**src/rtl/pe_row_ctrl_if.sv**
```systemverilog
// Pixel-stream and psum-stream handshake bundle between pe_row_ctrl and its neighbours.
// master = the row controller, slave = pixel buffer / psum collector side.
interface pe_row_ctrl_if;
    logic pix_valid;
    logic pix_ready;
    logic pe_en;
    logic psum_valid;
    logic psum_ready;

    modport master (
        input  pix_valid,
        output pix_ready,
        output pe_en,
        output psum_valid,
        input  psum_ready
    );

    modport slave (
        output pix_valid,
        input  pix_ready,
        input  pe_en,
        input  psum_valid,
        output psum_ready
    );
endinterface

```
**src/rtl/pe_row_ctrl.sv**
```systemverilog
// Sequences one 16-PE systolic row through a 1-D convolution pass (load weights, pre-fill, stream).
// Optional stall counter enabled by defining PE_ROW_CTRL_PERF_EN.
module pe_row_ctrl #(
    parameter int KSIZE      = 3,
    parameter int CNT_W      = 8,
    parameter int CAST_LANES = 3
) (
    input  logic                 clk,
    input  logic                 rst,
    input  logic                 start,
    input  logic [1:0]           cfg_mode,
    input  logic [CNT_W-1:0]     cfg_cols,
    pe_row_ctrl_if.master        bus,
    output logic                 wgt_load,
    output logic [1:0]           pe_mode,
    output logic [1:0]           cast_sel,
    output logic [CNT_W-1:0]     col_cnt,
    output logic                 busy,
    output logic                 done,
    output logic [15:0]          stall_cnt
);

    localparam logic [2:0] S_IDLE   = 3'd0;
    localparam logic [2:0] S_LOAD_W = 3'd1;
    localparam logic [2:0] S_FILL   = 3'd2;
    localparam logic [2:0] S_RUN    = 3'd3;
    localparam logic [2:0] S_DRAIN  = 3'd4;
    localparam logic [2:0] S_DONE   = 3'd5;

    localparam int FILL_W = (KSIZE > 2) ? $clog2(KSIZE) : 1;

    logic [2:0]        state;
    logic [CNT_W-1:0]  cols_q;
    logic [CNT_W-1:0]  px_cnt;
    logic [FILL_W-1:0] fill_cnt;
    logic [1:0]        lane;
    logic              psum_valid_q;
    logic              pix_ready_c;
    logic              pix_hs;
    logic              psum_hs;

    // In RUN a pending, unaccepted psum blocks the next pixel so no column is lost.
    always_comb begin
        pix_ready_c = 1'b0;
        case (state)
            S_FILL:  pix_ready_c = 1'b1;
            S_RUN:   pix_ready_c = !(psum_valid_q && !bus.psum_ready);
            default: pix_ready_c = 1'b0;
        endcase
    end

    assign pix_hs         = bus.pix_valid && pix_ready_c;
    assign psum_hs        = psum_valid_q && bus.psum_ready;
    assign bus.pix_ready  = pix_ready_c;
    assign bus.pe_en      = pix_hs;
    assign bus.psum_valid = psum_valid_q;
    assign wgt_load       = (state == S_LOAD_W);
    assign busy           = (state != S_IDLE);
    assign done           = (state == S_DONE);
    assign cast_sel       = (state == S_RUN && pe_mode == 2'b01) ? lane : 2'd3;

    always_ff @(posedge clk or negedge rst) begin
        if (!rst) begin
            state        <= S_IDLE;
            pe_mode      <= 2'b00;
            cols_q       <= '0;
            px_cnt       <= '0;
            fill_cnt     <= '0;
            lane         <= 2'd0;
            psum_valid_q <= 1'b0;
            col_cnt      <= '0;
        end else begin
            if (psum_hs)
                col_cnt <= col_cnt + 1'b1;

            // A new product and the collector's accept may coincide; the new product wins.
            if (state == S_RUN && pix_hs)
                psum_valid_q <= 1'b1;
            else if (psum_hs)
                psum_valid_q <= 1'b0;

            case (state)
                S_IDLE: begin
                    if (start) begin
                        pe_mode  <= cfg_mode;
                        cols_q   <= cfg_cols;
                        col_cnt  <= '0;
                        px_cnt   <= '0;
                        fill_cnt <= '0;
                        lane     <= 2'd0;
                        state    <= (cfg_cols == '0) ? S_DONE : S_LOAD_W;
                    end
                end
                S_LOAD_W: state <= (KSIZE > 1) ? S_FILL : S_RUN;
                S_FILL: begin
                    if (pix_hs) begin
                        if (fill_cnt == FILL_W'(KSIZE - 2))
                            state <= S_RUN;
                        else
                            fill_cnt <= fill_cnt + 1'b1;
                    end
                end
                S_RUN: begin
                    if (pix_hs) begin
                        px_cnt <= px_cnt + 1'b1;
                        lane   <= (lane == 2'(CAST_LANES - 1)) ? 2'd0 : lane + 2'd1;
                        if (px_cnt == cols_q - 1'b1)
                            state <= S_DRAIN;
                    end
                end
                S_DRAIN: begin
                    if (psum_hs)
                        state <= S_DONE;
                end
                S_DONE:  state <= S_IDLE;
                default: state <= S_IDLE;
            endcase
        end
    end

`ifdef PE_ROW_CTRL_PERF_EN
    logic [15:0] stall_q;

    always_ff @(posedge clk or negedge rst) begin
        if (!rst)
            stall_q <= '0;
        else if (state == S_IDLE && start)
            stall_q <= '0;
        else if ((state == S_FILL || state == S_RUN) && !pix_hs && stall_q != 16'hFFFF)
            stall_q <= stall_q + 16'd1;
    end

    assign stall_cnt = stall_q;
`else
    assign stall_cnt = '0;
`endif

endmodule

```
**src/flat_wrapper.sv**
```systemverilog
// flat-port wrapper written by rule: the top's interface ports become plain ports
module pe_row_ctrl_flat 
#(
    parameter int KSIZE      = 3,
    parameter int CNT_W      = 8,
    parameter int CAST_LANES = 3
)
  (clk, rst, start, cfg_mode, cfg_cols, wgt_load, pe_mode, cast_sel, col_cnt, busy, done, stall_cnt, bus_pix_valid, bus_pix_ready, bus_pe_en, bus_psum_valid, bus_psum_ready);
  pe_row_ctrl_if bus_i ();
  input  logic clk;
  input  logic rst;
  input  logic start;
  input  logic [1:0] cfg_mode;
  input  logic [CNT_W-1:0] cfg_cols;
  output logic wgt_load;
  output logic [1:0] pe_mode;
  output logic [1:0] cast_sel;
  output logic [CNT_W-1:0] col_cnt;
  output logic busy;
  output logic done;
  output logic [15:0] stall_cnt;
  input wire logic [$bits(bus_i.pix_valid)-1:0] bus_pix_valid;
  output wire logic [$bits(bus_i.pix_ready)-1:0] bus_pix_ready;
  output wire logic [$bits(bus_i.pe_en)-1:0] bus_pe_en;
  output wire logic [$bits(bus_i.psum_valid)-1:0] bus_psum_valid;
  input wire logic [$bits(bus_i.psum_ready)-1:0] bus_psum_ready;
  assign bus_i.pix_valid = bus_pix_valid;
  assign bus_pix_ready = bus_i.pix_ready;
  assign bus_pe_en = bus_i.pe_en;
  assign bus_psum_valid = bus_i.psum_valid;
  assign bus_i.psum_ready = bus_psum_ready;
  pe_row_ctrl #(.KSIZE(KSIZE), .CNT_W(CNT_W), .CAST_LANES(CAST_LANES)) u_core (.clk(clk), .rst(rst), .start(start), .cfg_mode(cfg_mode), .cfg_cols(cfg_cols), .bus(bus_i), .wgt_load(wgt_load), .pe_mode(pe_mode), .cast_sel(cast_sel), .col_cnt(col_cnt), .busy(busy), .done(done), .stall_cnt(stall_cnt));
endmodule
```
**config.mk**
```make
export PLATFORM = sky130hd
export DESIGN_NAME = pe_row_ctrl_flat
export DESIGN_NICKNAME = d
export VERILOG_FILES = /design/src/rtl/pe_row_ctrl_if.sv /design/src/rtl/pe_row_ctrl.sv /design/src/flat_wrapper.sv
export SDC_FILE = /design/constraint.sdc
export NUM_CORES = 1
export LEC_CHECK = 0
export ABC_AREA = 1
export BUFFER_PORTS_ARGS = -buffer_cell sky130_fd_sc_hd__buf_2
export CAP_MARGIN = 15
export CORE_MARGIN = 3
export CORE_UTILIZATION = 45
export CTS_CLUSTER_SIZE = 10
export DETAILED_ROUTE_END_ITERATION = 16
export GPL_ROUTABILITY_DRIVEN = 0
export PLACE_DENSITY_LB_ADDON = 0.12
export SLEW_MARGIN = 20
export SYNTH_ARGS = -nofsm -noshare
export SYNTH_HDL_FRONTEND = slang
export SYNTH_SLANG_ARGS = --single-unit
```
**constraint.sdc**
```tcl
create_clock -name clk -period 1.76 [get_ports clk]
set_input_delay 0.264 -clock clk [delete_from_list [all_inputs] [get_ports clk]]
set_output_delay 0.264 -clock clk [all_outputs]
set_load 0.01 [all_outputs]
```
==> report_table.html, run 1 <==
<table>
<tr><th>Metric</th><th>Value</th></tr>
<tr><th colspan="2">Run status</th></tr>
<tr><td>Result of the run</td><td>finished, final reports clean</td></tr>
<tr><th colspan="2">Synthesis</th></tr>
<tr><td>Main flop type after synthesis</td><td>sky130_fd_sc_hd__dfrtp_1</td></tr>
<tr><td>Post-synthesis cell count</td><td>roughly 300</td></tr>
<tr><td>Fraction of the yosys area taken by sequential cells</td><td>0.394</td></tr>
<tr><td>Share of async-settable or async-resettable flops after synthesis</td><td>1.00</td></tr>
<tr><td>Yosys reg bits</td><td>34</td></tr>
<tr><td>Synthesized cell area</td><td>0.00216 mm^2</td></tr>
<tr><td>Number of distinct standard cells referenced by the synthesized netlist</td><td>30</td></tr>
<tr><td>Area share of the largest cell type after synthesis</td><td>0.394</td></tr>
<tr><td>Yosys top cell by area</td><td>sky130_fd_sc_hd__dfrtp_1</td></tr>
<tr><td>Avg Inst Size Synth</td><td>between 7 and 8 um^2</td></tr>
<tr><td>Largest cells by area after synthesis</td><td>sky130_fd_sc_hd__dfrtp_1 (39%), sky130_fd_sc_hd__nand2_1 (14%), sky130_fd_sc_hd__inv_1 (5.9%)</td></tr>
<tr><td>YS warnings</td><td>0</td></tr>
<tr><td>EDFF count, synth</td><td>0</td></tr>
<tr><th colspan="2">Place</th></tr>
<tr><td>Area of placed instances</td><td>0.00235 mm^2</td></tr>
<tr><td>Port Buffers</td><td>32</td></tr>
<tr><td>DP HPWL</td><td>3470 um</td></tr>
<tr><th colspan="2">Layout</th></tr>
<tr><td>Area Overhead vs Synth</td><td>16.0%</td></tr>
<tr><td>Final design utilization</td><td>0.557</td></tr>
<tr><td>Final non-filler cell area</td><td>0.00251 mm^2</td></tr>
<tr><td>Most common cell after layout, fill and taps aside</td><td>sky130_fd_sc_hd__nand2_1</td></tr>
<tr><td>Net count of the finished layout</td><td>approximately 360</td></tr>
<tr><td>Filler cell count</td><td>444</td></tr>
<tr><td>Commonest cells after routing, fill and taps aside</td><td>sky130_fd_sc_hd__nand2_1 (79), sky130_fd_sc_hd__dfrtp_1 (34), sky130_fd_sc_hd__inv_1 (32), sky130_fd_sc_hd__buf_2 (32), sky130_fd_sc_hd__nor2_1 (29)</td></tr>
<tr><td>Fraction of final layout cells sized beyond drive strength 1</td><td>0.225</td></tr>
<tr><td>Antenna diode instance count</td><td>0</td></tr>
<tr><th colspan="2">CTS</th></tr>
<tr><td>Count of H-tree levels built during CTS</td><td>2</td></tr>
<tr><td>Number of CTS-inserted buffers</td><td>5</td></tr>
<tr><td>Total clock sinks</td><td>34</td></tr>
<tr><td>Clock tree from TritonCTS</td><td>built</td></tr>
<tr><td>Insertion delay to the later sink of the worst-skew pair</td><td>between 0.2 and 0.3 ns</td></tr>
<tr><td>Register clock-pin slew on the reported worst setup and hold paths</td><td>~0.070 ns</td></tr>
<tr><td>Root Driver</td><td>sky130_fd_sc_hd__clkbuf_8</td></tr>
<tr><td>Maximum buffer depth of the clock tree</td><td>2</td></tr>
<tr><th colspan="2">STA</th></tr>
<tr><td>Setup Skew</td><td>0.0106 ns</td></tr>
<tr><td>Pin slew with the least headroom to its limit</td><td>~0.5 ns</td></tr>
<tr><td>Fin. Hold Viols</td><td>0</td></tr>
<tr><td>Max-slew headroom at the worst pin</td><td>0.665</td></tr>
<tr><td>Highest attainable clock frequency</td><td>about 600 MHz</td></tr>
<tr><td>Setup-violating endpoint count in the final report</td><td>0</td></tr>
<tr><td>Clock period minus worst slack</td><td>1.65 ns</td></tr>
<tr><td>Share of the clock period used by the worst path</td><td>0.935</td></tr>
<tr><td>Count of final max-slew check failures</td><td>0</td></tr>
<tr><th colspan="2">Worst hold path</th></tr>
<tr><td>Class of the tightest hold or removal check</td><td>in -&gt; async</td></tr>
<tr><th colspan="2">Drt</th></tr>
<tr><td>Via Count</td><td>1,946</td></tr>
<tr><td>Wire per inst</td><td>around 12 um</td></tr>
<tr><td>Via/cell ratio</td><td>between 4 and 5</td></tr>
<tr><td>Post-detailed-routing wire length</td><td>4620 um</td></tr>
<tr><td>Detailed-routing iteration count for the pre-antenna-repair pass</td><td>4</td></tr>
<tr><td>First-iteration detailed-routing DRC count</td><td>59</td></tr>
<tr><td>Final routed DRC violation total</td><td>0</td></tr>
<tr><td>Antenna viol nets, final</td><td>0</td></tr>
<tr><th colspan="2">Worst setup path</th></tr>
<tr><td>Origin of the critical flop-to-flop path</td><td>u_core.cols_q[0]</td></tr>
<tr><td>Reg2reg end</td><td>u_core.state[1]</td></tr>
<tr><td>CP startpoint</td><td>u_core.state[1]</td></tr>
<tr><td>Largest fanout of any net on the critical path</td><td>3</td></tr>
<tr><td>End point of the critical path</td><td>done</td></tr>
<tr><td>Depth of the most critical reg-to-reg path</td><td>13</td></tr>
<tr><td>Data arrival, critical path</td><td>1.38 ns</td></tr>
<tr><td>Start-to-end type of the worst setup path</td><td>reg -&gt; out</td></tr>
<tr><td>Endpoint class of the critical path</td><td>output pin</td></tr>
<tr><td>R2R Setup Slk</td><td>0.15 ns</td></tr>
<tr><td>Required time of the critical path</td><td>roughly 1.5 ns</td></tr>
<tr><td>CP startpoint kind</td><td>flop</td></tr>
<tr><th colspan="2">Global routing</th></tr>
<tr><td>Number of global-route vias before repair</td><td>1,690</td></tr>
<tr><td>Remaining global-route overflow</td><td>0</td></tr>
<tr><td>Global-route usage over all layers</td><td>0.168</td></tr>
<tr><td>Largest net degree at the start of global routing</td><td>35</td></tr>
<tr><td>Number of antenna violations at the first check in global routing</td><td>0</td></tr>
<tr><td>Wire length of the first global-routing pass</td><td>7290 um</td></tr>
<tr><th colspan="2">Die</th></tr>
<tr><td>Initial Util</td><td>0.480</td></tr>
<tr><td>Core Footprint</td><td>0.00450 mm^2</td></tr>
<tr><td>Die H</td><td>75.3 um</td></tr>
<tr><td>Die X</td><td>75.3 um</td></tr>
<tr><td>Row cnt</td><td>24</td></tr>
<tr><td>Count of boundary I/O pins</td><td>49</td></tr>
<tr><td>Total die area</td><td>0.00567 mm^2</td></tr>
<tr><th colspan="2">Pwr</th></tr>
<tr><td>Worst voltage drop across the vdd grid</td><td>0.730 mV</td></tr>
<tr><td>Leakage</td><td>1.34 nW</td></tr>
<tr><td>Total power per unit cell area</td><td>1510 mW/mm^2</td></tr>
<tr><th colspan="2">Job</th></tr>
<tr><td>Total of max-cap violations</td><td>0</td></tr>
</table>
[critical path, stage by stage (launching register included)]
cell	delay, ns
sky130_fd_sc_hd__dfrtp_1	0.41
sky130_fd_sc_hd__buf_6	0.13
sky130_fd_sc_hd__buf_4	0.13
sky130_fd_sc_hd__buf_4	0.12
sky130_fd_sc_hd__nor3_1	0.16
sky130_fd_sc_hd__buf_2	0.15
[sequential cells by signal, summed over array words and instances, names as in the netlist]
register	flops
u_core.col_cnt	8
u_core.cols_q	8
u_core.fill_cnt	2
u_core.bus.psum_valid	1
u_core.lane	2
u_core.pe_mode	2
u_core.px_cnt	8
u_core.state	3
[kinds of logic after synthesis]
kind of cell    share of synthesized area
flops                               0.394
simple gates                        0.346
xor+xnor                           0.0122
other cells                       0.00173
buf+inv                             0.133
fa+ha+maj                          0.0231
compound gates                     0.0903
[synth_stat cells, types with 3 or more instances]
cell type / number
sky130_fd_sc_hd__a21oi_1: 10
sky130_fd_sc_hd__nand2_1: 81
sky130_fd_sc_hd__nand2_4: 4
sky130_fd_sc_hd__nor2_2: 4
sky130_fd_sc_hd__ha_1: 4
sky130_fd_sc_hd__dfrtp_1: 34
sky130_fd_sc_hd__o21ai_0: 21
sky130_fd_sc_hd__buf_4: 16
sky130_fd_sc_hd__nor2_1: 32
sky130_fd_sc_hd__nor3_1: 4
sky130_fd_sc_hd__inv_1: 34
sky130_fd_sc_hd__o21ai_1: 5
sky130_fd_sc_hd__nand4_1: 3
sky130_fd_sc_hd__inv_2: 5
sky130_fd_sc_hd__nand3_1: 22
[final cells by class]
type	count	area, um^2	share of cell area
clock inverters	1	5.00	0.00200
inverters	39	146	0.0584
flip-flops and latches	34	851	0.339
clock buffers	7	86.3	0.0344
multi-input cells	221	1100	0.439
well taps	52	65.1	0.0259
repair buffers	44	254	0.101
[timing repair]
item                       CTS  global route
hold buffers                 0             0
resized for setup            0            10
setup buffers                0             6
setup endpoints to repair    0             4
[report_power, final]
group          leakage (nW)  switching [mW]  internal, mW
Clock                0.0482           0.276         0.315
Sequential            0.447           0.234          1.02
Combinational         0.842            1.17         0.772
[how the worst min path moves through the flow]
stage,cells after the start,slack (ns),endpoint
after floorplan,0,-0.03,u_core.bus.psum_valid
after global placement,2,0.33,u_core.cols_q[1]
after detailed placement,2,0.33,u_core.cols_q[1]
after CTS,2,0.01,u_core.cols_q[1]
after global routing,2,0.03,u_core.cols_q[1]
final,2,0.001,u_core.cols_q[1]
[metrics by stage]
stage	instances	total power, mW	setup WS [ns]	TNS (ns)	hold slack [ns]
2_1_floorplan	313	2.59	0.216	0	-0.0316
3_3_place_gp	384	3.04	0.122	0	0.330
3_5_place_dp	384	3.05	0.0122	0	0.328
4_1_cts	392	3.66	0.00115	0	0.0116
5_1_grt	398	4.17	-0.00952	-0.0184	0.0288
6_report	398	3.79	0.114	0	0.00103
[routing by layer]
layer | share of wire | track usage | up-vias
met5 | 0 | 0 | -
met4 | 0.017 | 0.0524 | 0
met3 | 0.044 | 0.0396 | 10
met2 | 0.46 | 0.274 | 46
met1 | 0.48 | 0.223 | 877
li1 | - | - | 1013
No activity file was read; power rests on OpenSTA's default activity.
==> run 2, diff against run 1 <==
CELL_PAD_IN_SITES_DETAIL_PLACEMENT = 0   (was not set)
CELL_PAD_IN_SITES_GLOBAL_PLACEMENT = 2   (was not set)
CORE_UTILIZATION = 30   (was 45)
==> run 2 against run 1 <==
Sequential power is essentially flat. Non-clock buffer count is the same. Die area up 46%. Wire length grew 14%. Cell count rose by 11%. Clock skew about the same. Maximum frequency is essentially flat. Clock power is 3% higher. Power increased by 2.1%. Critical path depth increased by 2. Register-to-register slack hardly changed. Via count down 1.6%. Largest cell class unchanged. Highest routed layer unchanged.
==> report_table.html, run 2 (synthesized netlist as in run 1, its figures left out) <==
<table>
<tr><th>Metric</th><th>Value</th></tr>
<tr><th colspan="2">Worst setup path</th></tr>
<tr><td>Family with the most delay on the worst path</td><td>flip-flops</td></tr>
<tr><td>Cell breakdown of the critical path</td><td>buf_4, nand2_1, nor2_2, inv_1, nor2_4, nand3_1, buf_2</td></tr>
<tr><td>Data arrival, critical path</td><td>1.38 ns (about the same)</td></tr>
<tr><td>Endpoint class of the critical path</td><td>output pin</td></tr>
<tr><td>Slowest cell on the critical path</td><td>sky130_fd_sc_hd__dfrtp_1</td></tr>
<tr><td>Required time of the critical path</td><td>1.50 ns (about the same)</td></tr>
<tr><td>Largest fanout of any net on the critical path</td><td>4 (+1)</td></tr>
<tr><td>Delay of the slowest cell on the worst path</td><td>0.38 ns (-0.03 ns)</td></tr>
<tr><td>Worst Path Buf+Inv</td><td>3 (-1)</td></tr>
<tr><td>Start-to-end type of the worst setup path</td><td>reg -&gt; out</td></tr>
<tr><td>CP startpoint kind</td><td>flop</td></tr>
<tr><th colspan="2">Global routing</th></tr>
<tr><td>Number of global-route vias before repair</td><td>1,927 (+14%)</td></tr>
<tr><td>Wire length of the first global-routing pass</td><td>8940 um (+23%)</td></tr>
<tr><td>Largest net degree at the start of global routing</td><td>35 (unchanged)</td></tr>
<tr><td>Global-route usage over all layers</td><td>0.134 (-0.0342)</td></tr>
<tr><td>Number of antenna violations at the first check in global routing</td><td>0 (unchanged)</td></tr>
<tr><td>Remaining global-route overflow</td><td>0 (unchanged)</td></tr>
<tr><th colspan="2">Drt</th></tr>
<tr><td>Detailed-routing iteration count for the pre-antenna-repair pass</td><td>4 (unchanged)</td></tr>
<tr><td>Wire per inst</td><td>11.9 um (+2.9%)</td></tr>
<tr><td>Antenna viol nets, final</td><td>0 (unchanged)</td></tr>
<tr><td>Final routed DRC violation total</td><td>0 (unchanged)</td></tr>
<tr><td>First-iteration detailed-routing DRC count</td><td>70 (+19%)</td></tr>
<tr><td>Post-detailed-routing wire length</td><td>5280 um (+14%)</td></tr>
<tr><td>Via/cell ratio</td><td>4.33 (-11%)</td></tr>
<tr><td>Via Count</td><td>1,914 (-1.6%)</td></tr>
<tr><th colspan="2">Pwr</th></tr>
<tr><td>Internal cell power</td><td>2.11 mW (about the same)</td></tr>
<tr><td>Relative contribution of combinational cells to total power</td><td>0.517 (+0.004)</td></tr>
<tr><td>Clock power frac</td><td>0.158 (+0.002)</td></tr>
<tr><td>Worst voltage drop across the vdd grid</td><td>0.584 mV (-20%)</td></tr>
<tr><td>Leakage</td><td>1.35 nW (+0.77%)</td></tr>
<tr><td>Total power per unit cell area</td><td>1490 mW/mm^2 (-1.2%)</td></tr>
<tr><td>Switching pwr</td><td>1.76 mW (+4.7%)</td></tr>
<tr><td>Flop pwr share</td><td>0.325 (-0.006)</td></tr>
<tr><td>Proportion of total power due to net switching</td><td>0.455 (+0.0113)</td></tr>
<tr><th colspan="2">Place</th></tr>
<tr><td>Port Buffers</td><td>32 (unchanged)</td></tr>
<tr><td>DP HPWL</td><td>4120 um (+19%)</td></tr>
<tr><td>Worst slack at placement</td><td>0.0205 ns (+0.00835 ns)</td></tr>
<tr><th colspan="2">Layout</th></tr>
<tr><td>Area Overhead vs Synth</td><td>19.8%</td></tr>
<tr><td>Antenna diode instance count</td><td>0 (unchanged)</td></tr>
<tr><td>Net count of the finished layout</td><td>364 (unchanged)</td></tr>
<tr><td>Most common cell after layout, fill and taps aside</td><td>sky130_fd_sc_hd__nand2_1</td></tr>
<tr><td>Top Registers</td><td>u_core.col_cnt: 8 flops, u_core.cols_q: 8 flops, u_core.px_cnt: 8 flops</td></tr>
<tr><td>Fraction of final layout cells sized beyond drive strength 1</td><td>0.228 (+0.00289)</td></tr>
<tr><td>Commonest cells after routing, fill and taps aside</td><td>sky130_fd_sc_hd__nand2_1 (78), sky130_fd_sc_hd__inv_1 (33), sky130_fd_sc_hd__dfrtp_1 (33)</td></tr>
<tr><th colspan="2">CTS</th></tr>
<tr><td>Hold buffers post-CTS</td><td>0 (unchanged)</td></tr>
<tr><td>Maximum buffer depth of the clock tree</td><td>2 (unchanged)</td></tr>
<tr><td>Number of CTS-inserted buffers</td><td>5 (unchanged)</td></tr>
<tr><td>Insertion delay to the later sink of the worst-skew pair</td><td>0.28 ns (about the same)</td></tr>
<tr><td>Count of H-tree levels built during CTS</td><td>2 (unchanged)</td></tr>
<tr><td>Total clock sinks</td><td>34 (unchanged)</td></tr>
<tr><td>Clock tree from TritonCTS</td><td>built</td></tr>
<tr><td>Root Driver</td><td>sky130_fd_sc_hd__clkbuf_8</td></tr>
<tr><td>Register clock-pin slew on the reported worst setup and hold paths</td><td>0.08 ns (about the same)</td></tr>
<tr><th colspan="2">STA</th></tr>
<tr><td>Count of final max-slew check failures</td><td>0 (unchanged)</td></tr>
<tr><td>Setup repair after global routing missed its margin</td><td>no</td></tr>
<tr><td>Final-layout setup total negative slack</td><td>0 ns (unchanged)</td></tr>
<tr><td>Share of the clock period used by the worst path</td><td>0.934 (about the same)</td></tr>
<tr><td>Final critical-path setup slack</td><td>0.116 ns (+0.00139 ns)</td></tr>
<tr><td>Highest attainable clock frequency</td><td>608 MHz (about the same)</td></tr>
<tr><td>Fin. Hold Viols</td><td>0 (unchanged)</td></tr>
<tr><td>Clock period minus worst slack</td><td>1.64 ns (-0.00139 ns)</td></tr>
<tr><td>Setup Skew</td><td>0.0108 ns (+0.000225 ns)</td></tr>
<tr><td>Setup-violating endpoint count in the final report</td><td>0 (unchanged)</td></tr>
<tr><th colspan="2">Run status</th></tr>
<tr><td>Result of the run</td><td>finished, final reports clean</td></tr>
<tr><th colspan="2">Die</th></tr>
<tr><td>Initial Util</td><td>0.313 (-0.167)</td></tr>
<tr><td>Total die area</td><td>0.00826 mm^2 (+46%)</td></tr>
<tr><td>Die X</td><td>90.9 um (+21%)</td></tr>
<tr><td>Row cnt</td><td>30 (+25%)</td></tr>
<tr><td>Core Footprint</td><td>0.00691 mm^2 (+53%)</td></tr>
<tr><td>Die H</td><td>90.9 um (+21%)</td></tr>
<tr><td>Count of boundary I/O pins</td><td>49 (unchanged)</td></tr>
<tr><th colspan="2">Job</th></tr>
<tr><td>Total of max-cap violations</td><td>0 (unchanged)</td></tr>
<tr><th colspan="2">Worst hold path</th></tr>
<tr><td>Class of the tightest hold or removal check</td><td>in -&gt; async</td></tr>
</table>
[run 2: timing repair]
action | in CTS | in global routing
pin swaps | 0 | 5
endpoints found under the setup margin | 1 | 6
buffers inserted | 0 | 2
gates resized for setup | 1 | 13
[run 2: power by group through the flow]
stage / clock, mW / sequential, mW / combinational [mW]
finish: 0.611 / 1.26 / 2.00
detailed placement: 0 / 1.26 / 1.88
floorplan: 0 / 1.24 / 1.35
global placement: 0 / 1.26 / 1.91
global route: 0.675 / 1.29 / 2.30
CTS: 0.639 / 1.25 / 1.89
[run 2: layout make-up]
cell class	count	area (um^2)
clock inverters	1	5.00
multi-input cells	221	1130
inverters	39	146
well taps	96	120
repair buffers	44	250
clock buffers	7	86.3
flip-flops and latches	34	852
fillers	782	4320
[run 2: through the flow]
stage / instance area (um^2) / total power, mW / utilization / std cells / hold WS [ns]
after floorplan: 2220 / 2.59 / - / 313 / -0.0316
after global placement: 2430 / 3.17 / 0.352 / 432 / 0.345
after detailed placement: 2430 / 3.14 / 0.352 / 432 / 0.345
after CTS: 2520 / 3.77 / 0.366 / 440 / 0.0365
after global routing: 2590 / 4.26 / 0.375 / 442 / 0.0563
final: 2590 / 3.87 / 0.375 / 442 / 0.00779
[run 2: routing by layer]
metal | wire length (um) | GRT usage | vias up
met1 | 2580 | 0.180 | 865
met2 | 2430 | 0.212 | 39
met5 | 0 | 0 | -
met4 | 102 | 0.0477 | 0
met3 | 165 | 0.0292 | 8
li1 | - | - | 1002
[run 2: final timing paths]
kind / start / endpoint / slack (ns) / cells past startpoint
min: rst / u_core.cols_q[3] / 0.008 / 2
max: u_core.state[1] / cast_sel[1] / 0.12 / 7
min in group clk: cfg_mode[0] / u_core.pe_mode[0] / 0.18 / 3
max in group asynchronous: rst / u_core.state[0] / 1.40 / 2
max reg2reg: u_core.cols_q[0] / u_core.state[2] / 0.16 / 12
min reg2reg: u_core.col_cnt[7] / u_core.col_cnt[7] / 0.48 / 1
